<file path="src/rtl/riscv_pkg.sv">
// Shared RISC-V pipeline constants: datapath width, register index width and
// the writeback result-source encodings.
package riscv_pkg;

  localparam int unsigned XLEN      = 32;
  localparam int unsigned REG_IDX_W = 5;

  localparam logic [1:0] RESULTSRC_ALU  = 2'b00;
  localparam logic [1:0] RESULTSRC_MEM  = 2'b01;
  localparam logic [1:0] RESULTSRC_PC4  = 2'b10;
  localparam logic [1:0] RESULTSRC_RSVD = 2'b11;

endpackage

</file>
<file path="src/rtl/regfile_2r1w.sv">
// Two-read one-write architectural register file with x0 hardwired to zero
// and write-first bypass on both read ports.
module regfile_2r1w #(
  parameter int unsigned XLEN  = riscv_pkg::XLEN,
  parameter int unsigned NREG  = 32,
  parameter int unsigned IDX_W = riscv_pkg::REG_IDX_W
) (
  input  logic             clk_i,
  input  logic             rst_ni,
  input  logic             we_i,
  input  logic [IDX_W-1:0] waddr_i,
  input  logic [XLEN-1:0]  wdata_i,
  input  logic [IDX_W-1:0] raddr1_i,
  input  logic [IDX_W-1:0] raddr2_i,
  output logic [XLEN-1:0]  rdata1_o,
  output logic [XLEN-1:0]  rdata2_o
);

  logic [XLEN-1:0] regs_q [NREG];

  // Entry 0 is never written (caller guarantees waddr_i != 0 when we_i), so it stays zero.
  always_ff @(posedge clk_i or negedge rst_ni) begin
    if (!rst_ni) begin
      for (int i = 0; i < int'(NREG); i++) begin
        regs_q[i] <= '0;
      end
    end else if (we_i) begin
      regs_q[waddr_i] <= wdata_i;
    end
  end

  always_comb begin
    rdata1_o = regs_q[raddr1_i];
    if (raddr1_i == '0) begin
      rdata1_o = '0;
    end else if (we_i && (raddr1_i == waddr_i)) begin
      rdata1_o = wdata_i;
    end
  end

  always_comb begin
    rdata2_o = regs_q[raddr2_i];
    if (raddr2_i == '0) begin
      rdata2_o = '0;
    end else if (we_i && (raddr2_i == waddr_i)) begin
      rdata2_o = wdata_i;
    end
  end

endmodule

</file>
<file path="src/rtl/wb_regfile.sv">
// Writeback stage: selects the result, commits it to the register file and keeps
// a retire counter, a last-write trace record and a sticky illegal-Resultsrc flag.
module wb_regfile #(
  parameter int unsigned XLEN  = riscv_pkg::XLEN,
  parameter int unsigned NREG  = 32,
  parameter int unsigned CNT_W = 32
) (
  input  logic                              clk,
  input  logic                              reset,
  input  logic                              wb_valid,
  input  logic [XLEN-1:0]                   wb_PCplus4,
  input  logic [XLEN-1:0]                   wb_Data_Out,
  input  logic [XLEN-1:0]                   wb_ALU_Out,
  input  logic [riscv_pkg::REG_IDX_W-1:0]   wb_dest_reg,
  input  logic                              wb_regWrite,
  input  logic [1:0]                        wb_Resultsrc,
  input  logic [riscv_pkg::REG_IDX_W-1:0]   rs1_addr,
  input  logic [riscv_pkg::REG_IDX_W-1:0]   rs2_addr,
  output logic [XLEN-1:0]                   rs1_data,
  output logic [XLEN-1:0]                   rs2_data,
  output logic [XLEN-1:0]                   wb_result,
  output logic [CNT_W-1:0]                  retire_count,
  output logic                              last_wr_valid,
  output logic [riscv_pkg::REG_IDX_W-1:0]   last_wr_reg,
  output logic [XLEN-1:0]                   last_wr_data,
  output logic                              err_resultsrc
);

  import riscv_pkg::*;

  logic                 do_wr;
  logic [CNT_W-1:0]     retire_d, retire_q;
  logic                 lwv_d, lwv_q;
  logic [REG_IDX_W-1:0] lwr_d, lwr_q;
  logic [XLEN-1:0]      lwd_d, lwd_q;
  logic                 err_d, err_q;

  always_comb begin
    wb_result = '0;
    case (wb_Resultsrc)
      RESULTSRC_ALU: wb_result = wb_ALU_Out;
      RESULTSRC_MEM: wb_result = wb_Data_Out;
      RESULTSRC_PC4: wb_result = wb_PCplus4;
      default:       wb_result = '0;
    endcase
  end

  assign do_wr = wb_valid & wb_regWrite & (wb_dest_reg != '0) &
                 (wb_Resultsrc != RESULTSRC_RSVD);

  always_comb begin
    retire_d = retire_q;
    lwv_d    = lwv_q;
    lwr_d    = lwr_q;
    lwd_d    = lwd_q;
    err_d    = err_q;
    // Every valid instruction retires, including x0 writes and illegal Resultsrc.
    if (wb_valid) begin
      retire_d = retire_q + CNT_W'(1);
      if (wb_Resultsrc == RESULTSRC_RSVD) begin
        err_d = 1'b1;
      end
    end
    if (do_wr) begin
      lwv_d = 1'b1;
      lwr_d = wb_dest_reg;
      lwd_d = wb_result;
    end
  end

  always_ff @(posedge clk or negedge reset) begin
    if (!reset) begin
      retire_q <= '0;
      lwv_q    <= 1'b0;
      lwr_q    <= '0;
      lwd_q    <= '0;
      err_q    <= 1'b0;
    end else begin
      retire_q <= retire_d;
      lwv_q    <= lwv_d;
      lwr_q    <= lwr_d;
      lwd_q    <= lwd_d;
      err_q    <= err_d;
    end
  end

  regfile_2r1w #(
    .XLEN  (XLEN),
    .NREG  (NREG),
    .IDX_W (REG_IDX_W)
  ) u_regfile (
    .clk_i    (clk),
    .rst_ni   (reset),
    .we_i     (do_wr),
    .waddr_i  (wb_dest_reg),
    .wdata_i  (wb_result),
    .raddr1_i (rs1_addr),
    .raddr2_i (rs2_addr),
    .rdata1_o (rs1_data),
    .rdata2_o (rs2_data)
  );

  assign retire_count  = retire_q;
  assign last_wr_valid = lwv_q;
  assign last_wr_reg   = lwr_q;
  assign last_wr_data  = lwd_q;
  assign err_resultsrc = err_q;

endmodule
</file>
<file path="config.mk">
export PLATFORM = sky130hd
export DESIGN_NAME = wb_regfile
export DESIGN_NICKNAME = d
export VERILOG_FILES = /design/src/rtl/riscv_pkg.sv /design/src/rtl/regfile_2r1w.sv /design/src/rtl/wb_regfile.sv
export SDC_FILE = /design/constraint.sdc
export NUM_CORES = 2
export LEC_CHECK = 0
export BUFFER_PORTS_ARGS = -buffer_cell sky130_fd_sc_hd__buf_4
export CELL_PAD_IN_SITES_DETAIL_PLACEMENT = 0
export CELL_PAD_IN_SITES_GLOBAL_PLACEMENT = 1
export CORE_MARGIN = 3
export CORE_UTILIZATION = 25
export CTS_BUF_LIST = sky130_fd_sc_hd__clkbuf_8
export CTS_CLUSTER_DIAMETER = 200
export DETAILED_ROUTE_END_ITERATION = 12
export PLACE_DENSITY_LB_ADDON = 0.1
export SLEW_MARGIN = 10
export SYNTH_ARGS = -nofsm -noshare
export SYNTH_HDL_FRONTEND = slang
export SYNTH_HIERARCHICAL = 1
export SYNTH_SLANG_ARGS = --single-unit
</file>
<file path="constraint.sdc">
create_clock -name clk -period 6.85 [get_ports clk]
set_clock_uncertainty 0.2 [all_clocks]
set_input_delay 0.3425 -clock clk [delete_from_list [all_inputs] [get_ports clk]]
set_output_delay 0.3425 -clock clk [all_outputs]
set_load 0.01 [all_outputs]
</file>
==> results.md <==
* Status: finished, final reports clean
* Area of the multi-input gates at 30300 um^2
* Mapped Cells at 4285
* Fmax at 204 MHz
* Die height at 493 um
* Period utilisation layout at 0.716
* First-pass DRT Iterations at 5
* All-Layer GR Usage at 0.207
* Post-DP HPWL at between 150000 and 200000 um
* Clock root buffer: clkbuf_8
* First-pass GRT wire length at 354000 um
* Layout cell share with drive strength beyond 1 at 0.481
* Total power at around 17 mW
* Final hold violations at 0
* #FFs+latches synth at 1095
* Crit path kind: input port to primary output
* CP endpoint kind: primary output
* Vias at 40700
* Die W at 493 um
* Peak VDD IR at roughly 0.18 mV
* Number of core rows at 177
* Worst path required time at 6310 ps
* Synthesized area at ~59000 um^2
* Post-Syn Nets at 4403
* Final Critical Period at 4900 ps
* Seq. cell area at ~27000 um^2
* Pin count of the biggest net entering global routing at 162
* Port Buf Inserts at 283
* Vias/cell at 5.18
* CTS buffer count at 213
* Slew at the pin closest to its max-slew limit at 1230 ps
* RSZ-0062 raised after global routing: no
* Most frequently used flop master after synthesis: dfrtp_1
* Post-synth ARST share at 1.00
* Clk sinks at 1095
* RePlAce Congestion at 0.741
* Critical-path maximum fanout at 39
* Skew-Pair Late Insertion Delay at roughly 960 ps
* Netlist cell types at 61
* Die footprint at 243000 um^2
* # IOs at 284
* Post-CTS Resized at 0
* Setup_tns at 0 ps
* Avg Inst Size Synth at 13.8 um^2
* Post-Layout Cell Count at 7866
* Vias in the first global route at ~42000
* Core Area at 234000 um^2
* EDFF count, synth at 0
* Initial antenna violation count at 29
* Max Cap Viol at 0
* CTS tree: yes
* Layout area overhead at 18.7%
* Largest register by flop count: u_regfile/regs_q
* Placed Cells at 7413
* 1st-iter DRT viols at approximately 2900
* Number of H-tree levels at 4
* Final setup violation count at 0
* Post-Route Utilization at 0.300
* Max FFs per register at a little over 1000
* CP arrival at between 4000 and 5000 ps
* Leak pwr at 32.2 nW
* CTS max path bufs at 3
* Hold slack at roughly 140 ps
* GRT Residual Overflow at 0
* Worst Hold Class: input port to flip-flop
* Top cells by area, synth: dfrtp_1 46%, mux2_2 21%, mux4_2 14%
* Starting Density at 0.253
* Clk slew on worst S/H paths at ~60 ps
* Power Dens Cells at 244 nW/um^2
* Cell type with the largest total area after synthesis: dfrtp_1
* Worst rel slew slack at 0.180
* DRC violations left at 0
* WL/cell at 32.5 um
* Routed Antenna Nets at 0
* Nature of the critical path startpoint: input port
* Sequential share of the synthesized area at 0.463
* Fin nets at 4691
* Filler instances at around 24000
* Synth warnings at 6
* Synth top area share at 0.463
* Slew Limit Fails at 0
* Routed wire length at 255000 um
==> cells in the mapped netlist, types with 3 or more instances <==
master    number
a211oi_1      48
a21oi_1       45
a221o_1       22
a221oi_1      14
a22o_1         6
a22oi_1       35
a31oi_1        3
a32o_1        32
and2_1        11
and3_1         4
and4_1         4
buf_1         57
buf_2         93
buf_4         33
buf_6         27
clkbuf_1     218
dfrtp_1     1095
inv_1         10
mux2_2      1088
mux2_4         9
mux2i_1      353
mux4_2       367
nand2_1      238
nand2b_1       3
nand3_1       34
nand3b_1       4
nand4_1       14
nor2_1        73
nor2b_1       16
nor3_1        32
nor3b_1        5
nor4_1        15
o211ai_1      11
o21ai_0       91
o21ai_1       16
o221ai_1      36
o22ai_1       52
o32ai_1        3
xnor2_1       27
xor2_1        14
==> logic make-up (layout without fill, tap and decap cells) <==
family | count (synthesis) | count (layout) | synth area share
XOR/XNOR | 41 | 41 | 0.00607
buffers and inverters | 440 | 883 | 0.0354
multiplexers | 1817 | 1817 | 0.409
AO/OA/AOI/OAI | 423 | 423 | 0.0502
AND/OR/NAND/NOR | 468 | 468 | 0.0366
flip-flops | 1095 | 1095 | 0.463
other | 0 | 6 | 0
adder cells (fa/ha/maj) | 1 | 1 | 0.000211
==> power breakdown <==
part / total (mW) / internal, mW / switching [mW]
Sequential: 7.58 / 7.10 / 0.479
Clock: 6.62 / 3.51 / 3.11
Combinational: 2.97 / 1.42 / 1.55
==> critical path: stages <==
cell and delay, ps:
dlygate4sd3_1 530, buf_4 310, nand2_1 210, o2111ai_4 290, inv_2 330, nand4_1 120, nor3_1 460, nor2b_4 650
buf_16 250, buf_12 210, a32o_1 400, buf_4 200
==> cell type report <==
class / instances / share of cell area
antenna: 6 / 0.000214
clock buffer: 269 / 0.0527
clock inverter: 101 / 0.00734
inverter: 11 / 0.000623
multi-input combinational: 2750 / 0.431
sequential: 1095 / 0.390
tap: 3132 / 0.0558
timing repair buffer: 502 / 0.0629
==> metrics by stage <==
stage | setup WS (ps) | cell area, um^2
after CTS | 1900 | 70300
final | 1950 | 70300
after global routing | 1820 | 70300
after detailed placement | 2040 | 65300
after floorplan | 3700 | 59200
after global placement | 1660 | 65200
==> final timing paths <==
path                             startpoint                    end  slack, ps  cells after the start
hold / removal                wb_ALU_Out[7]  u_regfile/regs_q[935]        140                      5
setup / recovery            wb_Resultsrc[0]           rs1_data[14]       1950                     12
setup reg to reg            retire_count[0]       retire_count[24]       4270                      5
hold reg to reg            retire_count[31]       retire_count[31]        270                      1
max in group asynchronous             reset  u_regfile/regs_q[134]       4910                      5
min in group asynchronous             reset       last_wr_data[21]        500                      4
==> cells in the final DEF, fill, tap and decap left out, types with 20 or more instances in the layout <==
| cell | n |
|---|---|
| a211oi_1 | 48 |
| a21oi_1 | 45 |
| a221o_1 | 22 |
| a22oi_1 | 35 |
| a32o_1 | 32 |
| buf_12 | 28 |
| buf_4 | 388 |
| clkbuf_8 | 270 |
| dfrtp_1 | 1095 |
| dlygate4sd3_1 | 76 |
| inv_1 | 86 |
| mux2_2 | 1088 |
| mux2i_1 | 353 |
| mux4_2 | 367 |
| nand2_1 | 222 |
| nand3_1 | 34 |
| nor2_1 | 50 |
| nor2_4 | 20 |
| nor3_1 | 31 |
| o21ai_0 | 63 |
| o221ai_1 | 36 |
| o22ai_1 | 52 |
| xnor2_1 | 27 |
==> routing by layer <==
layer / up-vias / global-route usage / wire (um)
met4: 6 / 0.0583 / 6800
li1: 16900 / - / -
met3: 327 / 0.0421 / 13900
met5: - / 0 / 41
met1: 22300 / 0.290 / 119000
met2: 1203 / 0.322 / 116000
==> what timing repair did <==
action	4_1_cts	5_1_grt
hold endpoints to repair	1585	0
setup buffers	0	0
hold buffers	77	0
Power figures use the tool's default switching activity.
